File: config.mk
export PLATFORM = sky130hd
export DESIGN_NAME = c1_sub_serial
export DESIGN_NICKNAME = d
export VERILOG_FILES = /design/src/rtl/c1_sub_serial.sv
export SDC_FILE = /design/constraint.sdc
export NUM_CORES = 1
export LEC_CHECK = 0
export ABC_AREA = 1
export ABC_CLOCK_PERIOD_IN_PS = 1690
export BUFFER_PORTS_ARGS = -buffer_cell sky130_fd_sc_hd__buf_2
export CORE_AREA = 2 2 59 61
export CTS_CLUSTER_DIAMETER = 100
export DETAILED_ROUTE_END_ITERATION = 7
export DIE_AREA = 0 0 61 63
export GPL_TIMING_DRIVEN = 1
export PLACE_DENSITY = 0.63
export SLEW_MARGIN = 20
export SYNTH_ARGS = -nofsm -noshare
export SYNTH_HDL_FRONTEND = slang
export SYNTH_SLANG_ARGS = --single-unit
File: constraint.sdc
create_clock -name clk -period 1.69 [get_ports clk]
set_input_delay 0.2535 -clock clk [delete_from_list [all_inputs] [get_ports clk]]
set_output_delay 0.2535 -clock clk [all_outputs]
set_load 0.1 [all_outputs]
File: src/rtl/c1_sub_serial.sv
// c1_sub_serial: bit-serial one's complement subtractor z = x + ~y with end-around carry, one full adder reused over 2*W cycles
module c1_sub_serial #(
  parameter int W = 4,
  parameter bit NORM_ZERO = 1'b0
) (
  input  logic         clk,
  input  logic         rst,
  input  logic         start,
  input  logic [W-1:0] x,
  input  logic [W-1:0] y,
  output logic         busy,
  output logic         done,
  output logic [W-1:0] z,
  output logic         ovf,
  output logic         is_zero
);
  localparam int CW = (W > 2) ? $clog2(W) : 1;
  typedef enum logic [1:0] {IDLE, PASS1, PASS2, DONE} state_t;
  state_t state_q, state_d;
  logic [W-1:0] a_q, a_d, b_q, b_d, t_q, t_d, z_q, z_d;
  logic [CW-1:0] cnt_q, cnt_d;
  logic c_q, c_d, sx_q, sx_d, sy_q, sy_d, ovf_q, ovf_d, iz_q, iz_d;
  logic fa_a, fa_b, fa_s, fa_c, last, accept, run;
  always_comb begin
    state_d = state_q;
    a_d = a_q;
    b_d = b_q;
    t_d = t_q;
    c_d = c_q;
    cnt_d = cnt_q;
    sx_d = sx_q;
    sy_d = sy_q;
    z_d = z_q;
    ovf_d = ovf_q;
    iz_d = iz_q;
    accept = start && (state_q == IDLE || state_q == DONE);
    run = state_q == PASS1 || state_q == PASS2;
    last = cnt_q == CW'(W - 1);
    // PASS2 feeds the partial sum back with b forced to 0 so the carry left by PASS1 is added once
    fa_a = (state_q == PASS1) ? a_q[0] : t_q[0];
    fa_b = (state_q == PASS1) && b_q[0];
    fa_s = fa_a ^ fa_b ^ c_q;
    fa_c = (fa_a & fa_b) | (c_q & (fa_a ^ fa_b));
    if (run) begin
      a_d = a_q >> 1;
      b_d = b_q >> 1;
      t_d = {fa_s, t_q[W-1:1]};
      c_d = fa_c;
      cnt_d = last ? '0 : cnt_q + 1'b1;
      if (last) state_d = (state_q == PASS1) ? PASS2 : DONE;
    end
    if (run && last && state_q == PASS2) begin
      c_d = 1'b0;
      z_d = (NORM_ZERO && &t_d) ? '0 : t_d;
      iz_d = ~|t_d || &t_d;
      ovf_d = (sx_q != sy_q) && (t_d[W-1] != sx_q);
    end
    if (state_q == DONE) state_d = IDLE;
    if (accept) begin
      a_d = x;
      b_d = ~y;
      sx_d = x[W-1];
      sy_d = y[W-1];
      c_d = 1'b0;
      cnt_d = '0;
      t_d = '0;
      state_d = PASS1;
    end
  end
  always_ff @(posedge clk) begin
    if (rst) begin
      state_q <= IDLE;
      a_q <= '0;
      b_q <= '0;
      t_q <= '0;
      c_q <= 1'b0;
      cnt_q <= '0;
      sx_q <= 1'b0;
      sy_q <= 1'b0;
      z_q <= '0;
      ovf_q <= 1'b0;
      iz_q <= 1'b0;
    end else begin
      state_q <= state_d;
      a_q <= a_d;
      b_q <= b_d;
      t_q <= t_d;
      c_q <= c_d;
      cnt_q <= cnt_d;
      sx_q <= sx_d;
      sy_q <= sy_d;
      z_q <= z_d;
      ovf_q <= ovf_d;
      iz_q <= iz_d;
    end
  end
  assign busy = state_q == PASS1 || state_q == PASS2;
  assign done = state_q == DONE;
  assign z = z_q;
  assign ovf = ovf_q;
  assign is_zero = iz_q;
endmodule

==> impl_metrics.csv, run 1 <==
group,metric,value,unit
hold_path,hold_class,"in -> reg",
worst_setup_path,r2r_end,"is_zero",
routing,drc_errors,0,
finish,final_common_cell,"nand2_1",
worst_setup_path,reg2reg_depth,11,
finish,area_growth,23.8,%
sta,fin_tns_setup,-11.0,ps
sta,fin_crit_sh,101,%
hold_path,holdPathEnd,"b_q[3]",
hold_path,holdPathStages,4,
floorplan,rows,21,
placement,portBuffers,18,
sta,hold_viol,0,
placement,hpwl,1760,µm
routing,vias_per_cell,4.48,
finish,regArea,505,µm²
clock_tree,cts-root-buf,"clkbuf_4",
routing,avgRoutedWirePerCell,9.78,µm
grt,antenna_found_initial,0,
routing,ant_nets,0,
worst_setup_path,critPathKind,"reg -> reg",
worst_setup_path,crit_fanout,4,
synthesis,yosysSeqAreaShare,41.1,%
synthesis,syn_area_per_cell,7.39,µm²
sta,fin_hold_ws,180,ps
grt,grt_usage,14.1,%
synthesis,ys.warnings.count,0,
power_and_ir_drop,leakagePower,0.727,nW
sta,slew_headroom,67.8,%
routing,drt_iter0_drc,27,
floorplan,initial_core_util,37.7,%
finish,final_cell_mix,"nand2_1 (52), inv_1 (26), dfxtp_1 (23)",
clock_tree,clkSlewWorstSetupHoldPaths,140,ps
finish,nets,211,
clock_tree,clock_path_buffers,2,
grt,grt_pass1_vias,989,
grt,grt_max_degree,15,
sta,worst_slack,-11.0,ps
clock_tree,cts_buffers,3,
placement,dp_cells,234,
power_and_ir_drop,peakVddDrop,0.000407,V
worst_setup_path,regToRegSetupSlack,-10,ps
sta,rsz0062_at_grt,"yes",
finish,drive_gt1_share,25.9,%
clock_tree,cts_sinks,25,
worst_setup_path,start_kind,"flip-flop",
synthesis,synth_seq_cells,25,
worst_setup_path,endpoint_kind,"flip-flop",
synthesis,netlist_instances,165,
floorplan,dieArea,3840,µm²
sta,fin_skew,3.26,ps
worst_setup_path,crit_chain,"inv_2 -> ha_4 -> nand2_2 -> o21ai_2 -> fa_1 -> nand2_1 -> o21ai_2 -> nand2_1 -> nand2_1 -> nand3_2 -> a21oi_2",
worst_setup_path,cp.arrival,1970,ps
worst_setup_path,crit_path_start,"state_q[1]",
synthesis,syn_nets,182,
sta,drv_slew,0,
clock_tree,worstSkewPairLatency,320,ps
synthesis,syn_area,1220,µm²
floorplan,die_h,63,µm
hold_path,holdCritStartpoint,"y[3]",
synthesis,synth_largest_area_cell,"dfxtp_1",
sta,setup_violations,1,
status,failed_checks,"setup timing",
worst_setup_path,cp_top_family,"adder cells",
floorplan,coreArea,3230,µm²
finish,n_fill_cell,331,
power_and_ir_drop,p_per_area,760,nW/µm²
worst_setup_path,reg2reg_from,"state_q[1]",
worst_setup_path,required,1960,ps
status,status,"finished with violations",
synthesis,synthDistinctLibCells,24,
worst_setup_path,worst-path-buf-inv,1,
worst_setup_path,cpMostUsedCell,"nand2_1",
finish,multi_input_area,606,µm²
worst_setup_path,path_depth,11,
sta,worst_pin_slew,486,ps
clock_tree,cts_hold_buffers,0,
finish,diodes,0,
finish,stdcell_count,239,
synthesis,yosysTopAreaCellShare,41.1,%
floorplan,dieWidth,61,µm
sta,period_minus_slack,1700,ps
synthesis,synth_area_leaders,"dfxtp_1 (41%), nand2_1 (16%), inv_1 (8.6%)",
sta,max_freq,588,MHz
routing,drt-pass1-iter-count,4,
clock_tree,h-tree-depth,1,
flow_run,maxCapViolCount,0,
grt,grt-ovfl-total,0,
floorplan,pin_count,19,
worst_setup_path,slowest_delay,510,ps
worst_setup_path,critical-path-slowest-cell,"fa_1",
routing,routed-via-count,1071,
grt,grt_pass1_wl,4200,µm
clock_tree,cts_tree,"yes",
routing,routed_wl,2340,µm
placement,globalplace.congestion,0.747,
per-layer routing:
metal,up-vias,track usage (%),routed length [µm]
met4,0,4.89,40
met5,-,0,0
met2,17,22.0,1060
met1,475,19.6,1170
met3,4,1.86,63
li1,575,-,-
cell type report:
class | instances | area share, %
clock buffers | 3 | 1.49
clock inverters | 1 | 0.332
repair buffers | 29 | 13.1
multi-input cells | 105 | 40.1
well taps | 46 | 3.81
inverters | 30 | 7.63
flip-flops and latches | 25 | 33.5
worst max path at each step:
stage	endpoint	slack (ps)
after floorplan	is_zero	30
after global placement	is_zero	20
after detailed placement	is_zero	-20
after CTS	is_zero	-50
after global routing	is_zero	-160
final	is_zero	-10
stage by stage:
step / setup WS [ps] / power [mW] / utilization, % / area [µm²]
finish: -11.0 / 1.15 / 46.7 / 1510
global route: -156 / 1.22 / 46.7 / 1510
CTS: -53.9 / 1.15 / 45.6 / 1480
floorplan: 33.9 / 0.806 / - / 1230
detailed placement: -17.9 / 0.873 / 44.0 / 1420
global placement: 15.9 / 0.871 / 44.0 / 1420
cell families (layout without fill, tap and decap cells):
logic type	Yosys count	in the layout	synth area share, %
compound gates	29	29	14.9
fa+ha+maj	6	6	6.78
buf+inv	35	63	13.3
flops	25	25	41.1
simple gates	70	70	23.9
Yosys cell counts:
cell type / count
nand2_1: 53
inv_1: 28
dfxtp_1: 25
a21oi_1: 10
o21ai_0: 7
ha_1: 5
nand3_1: 5
nor2_1: 5
o221ai_1: 4
nand2_2: 3
a211oi_1: 2
buf_6: 2
inv_2: 2
nand3_2: 2
nor3_1: 2
o211ai_1: 2
a21oi_2: 1
buf_2: 1
buf_4: 1
buf_8: 1
fa_1: 1
o21a_1: 1
o21ai_2: 1
o22ai_1: 1
state kept, by name (all words and copies together) (netlist names):
name and cells:
a_q 4, state_q 2, z 4, c_q 1, is_zero 1, b_q 4, sx_q 1, cnt_q 2
t_q 4, sy_q 1, ovf 1
power by group:
part	internal [mW]	total, mW	switching, mW
logic	0.105	0.248	0.143
registers	0.616	0.633	0.0162
clock network	0.0886	0.266	0.177
total	0.810	1.15	0.336
repair_timing:
item,4_1_cts,5_1_grt
hold endpoints to repair,0,0
pin swaps,5,3
endpoints found under the setup margin,3,12
resized for setup,7,7
buffers inserted,0,1
worst min-delay path, stage by stage:
cell,delay [ps]
buf_2,70
nor2_1,40
inv_1,40
a21oi_1,50
Note: power is estimated with default switching activity, not from simulation.
==> run 2: changes to the inputs <==
CORE_AREA = 2 2 53 55   (was 2 2 59 61)
DIE_AREA = 0 0 55 57   (was 0 0 61 63)
PLACE_DENSITY = 0.75   (was 0.63)
RECOVER_POWER = 100   (was not set)
==> run 2 against run 1 <==
Net effect:
- the run still ends with setup timing left
- critical path depth did not move
- die area fell by 18%
- routed wire length rose by 8.3%
- combinational power fell by 3%
- total power fell by 0.43%
- sequential share of layout area rose by 0.95 points
- fmax fell by 1.3%
- worst hold slack got worse by 2.5 ps
- critical endpoint unchanged
- largest cell class unchanged
==> impl_metrics.csv, run 2 (synthesized netlist as in run 1, its figures left out) <==
group,metric,value,unit
power_and_ir_drop,combPwrFrac,21.1,%
sta,slew_headroom,64.0,%
worst_setup_path,crit_chain,"inv_2 -> ha_4 -> nand2_2 -> o21ai_2 -> fa_1 -> nand2_1 -> o21ai_2 -> nand2_1 -> nand2_1 -> nand3_2 -> a21oi_2",
power_and_ir_drop,leakagePower,0.703,nW
power_and_ir_drop,clkPwrFrac,23.4,%
clock_tree,cts-root-buf,"clkbuf_4",
worst_setup_path,cp.arrival,1990,ps
grt,grt_pass1_vias,1055,
routing,drc_errors,0,
worst_setup_path,endpoint_kind,"flip-flop",
worst_setup_path,crit_path_start,"state_q[1]",
power_and_ir_drop,intPower,0.807,mW
finish,final_cell_mix,"nand2_1 (51), inv_1 (26), dfxtp_1 (23)",
sta,fin_tns_setup,-50.1,ps
sta,rsz0062_at_grt,"yes",
grt,grt_pass1_wl,4370,µm
sta,fin_crit_sh,102,%
clock_tree,clock_path_buffers,2,
floorplan,pin_count,19,
sta,worst_slack,-33.8,ps
finish,diodes,0,
finish,final_common_cell,"nand2_1",
power_and_ir_drop,seqPwrFrac,55.5,%
finish,area_growth,19.8,%
routing,avgRoutedWirePerCell,11.4,µm
hold_path,holdCritStartpoint,"rst",
worst_setup_path,reg2reg_depth,11,
sta,period_minus_slack,1720,ps
floorplan,dieWidth,55,µm
worst_setup_path,cpMostUsedCell,"nand2_1",
power_and_ir_drop,p_sw,0.335,mW
power_and_ir_drop,p_per_area,782,nW/µm²
floorplan,initial_core_util,46.6,%
placement,dp_slack,-61.5,ps
clock_tree,cts_sinks,25,
worst_setup_path,slowest_delay,510,ps
placement,hpwl,1930,µm
routing,routed_wl,2530,µm
floorplan,die_h,57,µm
grt,grt-ovfl-total,0,
sta,fin_skew,4.01,ps
power_and_ir_drop,peakVddDrop,0.000573,V
sta,hold_viol,0,
worst_setup_path,regToRegSetupSlack,-30,ps
worst_setup_path,r2r_end,"is_zero",
routing,routed-via-count,1112,
finish,nets,209,
power_and_ir_drop,power,1.14,mW
floorplan,rows,19,
sta,max_freq,580,MHz
worst_setup_path,required,1960,ps
clock_tree,cts_tree,"yes",
clock_tree,cts_buffers,3,
floorplan,dieArea,3140,µm²
routing,drt_iter0_drc,10,
worst_setup_path,critPathKind,"reg -> reg",
hold_path,hold_class,"in -> reg",
hold_path,holdPathEnd,"state_q[0]",
routing,drt-pass1-iter-count,4,
worst_setup_path,crit_fanout,4,
grt,grt_max_degree,15,
sta,drv_slew,0,
worst_setup_path,start_kind,"flip-flop",
grt,grt_usage,18.9,%
flow_run,maxCapViolCount,0,
clock_tree,worstSkewPairLatency,320,ps
finish,drive_gt1_share,25.7,%
status,failed_checks,"setup timing",
worst_setup_path,reg2reg_from,"state_q[1]",
routing,ant_nets,0,
hold_path,holdPathStages,2,
sta,worst_pin_slew,542,ps
clock_tree,h-tree-depth,1,
routing,vias_per_cell,5.01,
status,status,"finished with violations",
grt,antenna_found_initial,0,
placement,portBuffers,18,
placement,globalplace.congestion,0.766,
power_and_ir_drop,p_sw_share,29.3,%
sta,setup_violations,2,
clock_tree,clkSlewWorstSetupHoldPaths,130,ps
worst_setup_path,critical-path-slowest-cell,"fa_1",
floorplan,coreArea,2620,µm²
-- run 2: how the worst max path moves through the flow --
stage / endpoint / slack (ps) / depth (start not counted)
floorplan: is_zero / 30 / 11
detailed placement: is_zero / -60 / 11
finish: is_zero / -30 / 11
CTS: is_zero / -50 / 11
global route: is_zero / -130 / 11
global placement: is_zero / 30 / 11
-- run 2: critical path: cells and delay by family (launching register included) --
family,cells,cell delay (ps)
flip-flops,1,350
AO/OA/AOI/OAI,3,250
buffers and inverters,1,50
AND/OR/NAND/NOR,5,350
adder cells (fa/ha/maj),2,680
-- run 2: per-layer routing --
metal  GRT usage [%]  wire (µm)
met1            23.0       1100
met2            32.3       1280
met3            3.14        109
met4            7.32         43
met5               0          0
-- run 2: final cells by class --
class | instances | area (µm²)
Timing Repair Buffer | 27 | 183
Multi-Input combinational cell | 105 | 594
Clock buffer | 4 | 26.3
Sequential cell | 25 | 503
Fill cell | 264 | 1150
Tap cell | 31 | 38.8
Inverter | 30 | 115
-- run 2: stage by stage --
step	utilization [%]	instance area (µm²)	hold slack, ps	instances
2_1_floorplan	-	1230	316	165
3_3_place_gp	53.1	1390	451	217
3_5_place_dp	53.1	1390	452	217
4_1_cts	55.3	1450	163	222
5_1_grt	55.8	1460	179	222
6_report	55.8	1460	177	222
-- run 2: timing repair --
item,CTS,global route
setup buffers,1,0
pin swaps,6,4
hold buffers,0,0
setup endpoints to repair,5,13
hold endpoints to repair,0,0
resized for setup,7,7
-- run 2: power groups by stage --
stage / Clock, mW / Sequential (mW) / Combinational (mW)
floorplan: 0 / 0.641 / 0.165
global placement: 0 / 0.644 / 0.215
detailed placement: 0 / 0.644 / 0.224
CTS: 0.277 / 0.633 / 0.236
global route: 0.293 / 0.637 / 0.270
finish: 0.267 / 0.633 / 0.241
==> run 3: changes to the inputs <==
CORE_AREA = 5 5 56 58   (was 2 2 53 55)
DIE_AREA = 0 0 61 63   (was 0 0 55 57)
==> run 3 against run 2 <==
Net effect:
- the run still ends with setup timing left
- die area up 23%
- fmax decreased by 1.0%
- critical path depth stayed put
- clock power about the same
- global-route usage is 3.8 points lower
- sequential share of layout area down 0.32 points
==> impl_metrics.csv, run 3 (synthesized netlist as in run 1, its figures left out) <==
group,metric,value,unit
worst_setup_path,regToRegSetupSlack,-50,ps
worst_setup_path,crit_fanout,4,
worst_setup_path,path_depth,11,
hold_path,hold_class,"in -> reg",
clock_tree,clkSlewWorstSetupHoldPaths,130,ps
worst_setup_path,worst-path-buf-inv,1,
worst_setup_path,required,1950,ps
sta,rsz0062_at_grt,"yes",
finish,regArea,503,µm²
power_and_ir_drop,p_sw,0.336,mW
grt,grt_max_degree,15,
routing,vias_per_cell,5.05,
clock_tree,worstSkewPairLatency,310,ps
power_and_ir_drop,peakVddDrop,0.000625,V
clock_tree,cts_buffers,3,
finish,n_fill_cell,245,
routing,drt-pass1-iter-count,4,
placement,dp_cells,217,
status,failed_checks,"setup timing",
sta,period_minus_slack,1740,ps
worst_setup_path,crit_chain,"inv_2 -> ha_4 -> nand2_2 -> o21ai_2 -> fa_1 -> nand2_1 -> o21ai_2 -> nand2_1 -> nand2_1 -> nand3_2 -> a21oi_2",
worst_setup_path,crit_end,"is_zero",
grt,grtUsageMet2,25.9,%
finish,area_growth,20.9,%
finish,final_cell_mix,"nand2_1 (47), inv_1 (26), dfxtp_1 (23)",
worst_setup_path,reg2reg_from,"state_q[1]",
floorplan,dieArea,3840,µm²
worst_setup_path,endpoint_kind,"flip-flop",
worst_setup_path,cp.arrival,2010,ps
finish,final_common_cell,"nand2_1",
routing,ant_nets,0,
sta,max_freq,574,MHz
sta,fin_crit_sh,103,%
grt,antenna_found_initial,0,
finish,diodes,0,
power_and_ir_drop,p_per_area,776,nW/µm²
finish,nets,211,
worst_setup_path,r2r_end,"is_zero",
placement,portBuffers,18,
placement,globalplace.congestion,0.741,
sta,worst_slack,-51.5,ps
worst_setup_path,cpMostUsedCell,"nand2_1",
worst_setup_path,cp_top_family,"adder cells",
sta,setup_violations,2,
power_and_ir_drop,intPower,0.808,mW
routing,routed_wl,2700,µm
grt,grt-ovfl-total,0,
routing,routed-via-count,1132,
clock_tree,h-tree-depth,1,
sta,drv_slew,0,
sta,worst_pin_slew,542,ps
power_and_ir_drop,combPwrFrac,21.5,%
clock_tree,cts-root-buf,"clkbuf_4",
grt,grt.met3_usage,3.51,%
floorplan,dieWidth,61,µm
routing,drc_errors,0,
sta,fin_skew,3.36,ps
floorplan,rows,19,
floorplan,pin_count,19,
routing,avgRoutedWirePerCell,12.0,µm
sta,fin_tns_setup,-59.8,ps
placement,hpwl,2020,µm
grt,grt_pass1_wl,4570,µm
power_and_ir_drop,p_sw_share,29.4,%
clock_tree,clock_path_buffers,2,
power_and_ir_drop,seqPwrFrac,55.3,%
power_and_ir_drop,leakagePower,0.714,nW
worst_setup_path,reg2reg_depth,11,
worst_setup_path,crit_path_start,"state_q[1]",
grt,top_usage_layer,"met2",
grt,use_met1,19.0,%
power_and_ir_drop,clkPwrFrac,23.2,%
clock_tree,cts_tree,"yes",
sta,hold_viol,0,
floorplan,initial_core_util,46.6,%
finish,drive_gt1_share,28.0,%
worst_setup_path,critical-path-slowest-cell,"fa_1",
grt,grt_usage,15.1,%
floorplan,coreArea,2620,µm²
flow_run,maxCapViolCount,0,
worst_setup_path,slowest_delay,510,ps
finish,stdcell_count,224,
clock_tree,cts_sinks,25,
finish,multi_input_area,599,µm²
grt,grt_pass1_vias,1089,
sta,slew_headroom,64.0,%
routing,drt_iter0_drc,30,
status,status,"finished with violations",
floorplan,die_h,63,µm
worst_setup_path,start_kind,"flip-flop",
worst_setup_path,critPathKind,"reg -> reg",
[run 3: cell types whose count changed in the layout (fill, tap and decap cells not counted)]
| cell | delta |
|---|---|
| inv_2 | +1 |
| buf_4 | +4 |
| nand3_1 | +1 |
| buf_6 | -1 |
| clkbuf_4 | -1 |
| nand2_2 | +4 |
| nand2_1 | -4 |
| nand3_2 | -1 |
| inv_4 | -1 |
[run 3: power by group through the flow]
stage               Combinational [mW]  Sequential, mW  Clock [mW]
finish                           0.246           0.633       0.265
CTS                              0.233           0.633       0.267
global route                     0.274           0.637       0.296
floorplan                        0.165           0.641           0
detailed placement               0.224           0.644           0
global placement                 0.216           0.644           0
[run 3: how the worst min path moves through the flow]
stage / end / slack, ps / start / cells after the start
4_1_cts: is_zero / 180 / rst / 2
3_3_place_gp: a_q[3] / 450 / a_q[3] / 2
2_1_floorplan: is_zero / 320 / rst / 1
6_report: is_zero / 180 / rst / 2
5_1_grt: b_q[3] / 180 / y[3] / 4
3_5_place_dp: a_q[3] / 450 / a_q[3] / 2
[run 3: stage by stage]
stage	area, µm²	setup WS (ps)	utilization [%]	power [mW]	hold slack [ps]
floorplan	1230	33.9	-	0.806	316
global placement	1390	28.2	53.1	0.859	451
detailed placement	1390	-50.8	53.1	0.869	455
CTS	1440	-35.9	55.0	1.13	184
global route	1470	-149	56.4	1.21	179
finish	1470	-51.5	56.4	1.14	179
[run 3: area by class of cell]
class | count | share of cell area [%]
Multi-Input combinational cell | 105 | 40.7
Sequential cell | 25 | 34.1
Tap cell | 31 | 2.63
Inverter | 30 | 7.64
Clock buffer | 4 | 1.78
Timing Repair Buffer | 29 | 13.2
[run 3: metal layers]
layer / wire (µm) / share of wire [%] / vias to the layer above
met5: 0 / 0 / -
met2: 1370 / 51 / 25
met4: 19 / 0.70 / 0
li1: - / - / 575
met1: 1170 / 43 / 527
met3: 140 / 5.2 / 5
[run 3: worst register-to-register path, delay by kind of cell, from the launching register on]
kind            cells  cell delay (ps)
compound gates      3              260
simple gates        5              350
buf+inv             1               50
fa+ha+maj           2              680
flops               1              360
[run 3: what timing repair did]
action	CTS	global route
endpoints found under the setup margin	3	13
gates resized for setup	7	7
buffers inserted	0	3
gates cloned	0	0
pin swaps	7	11
hold buffers	0	0
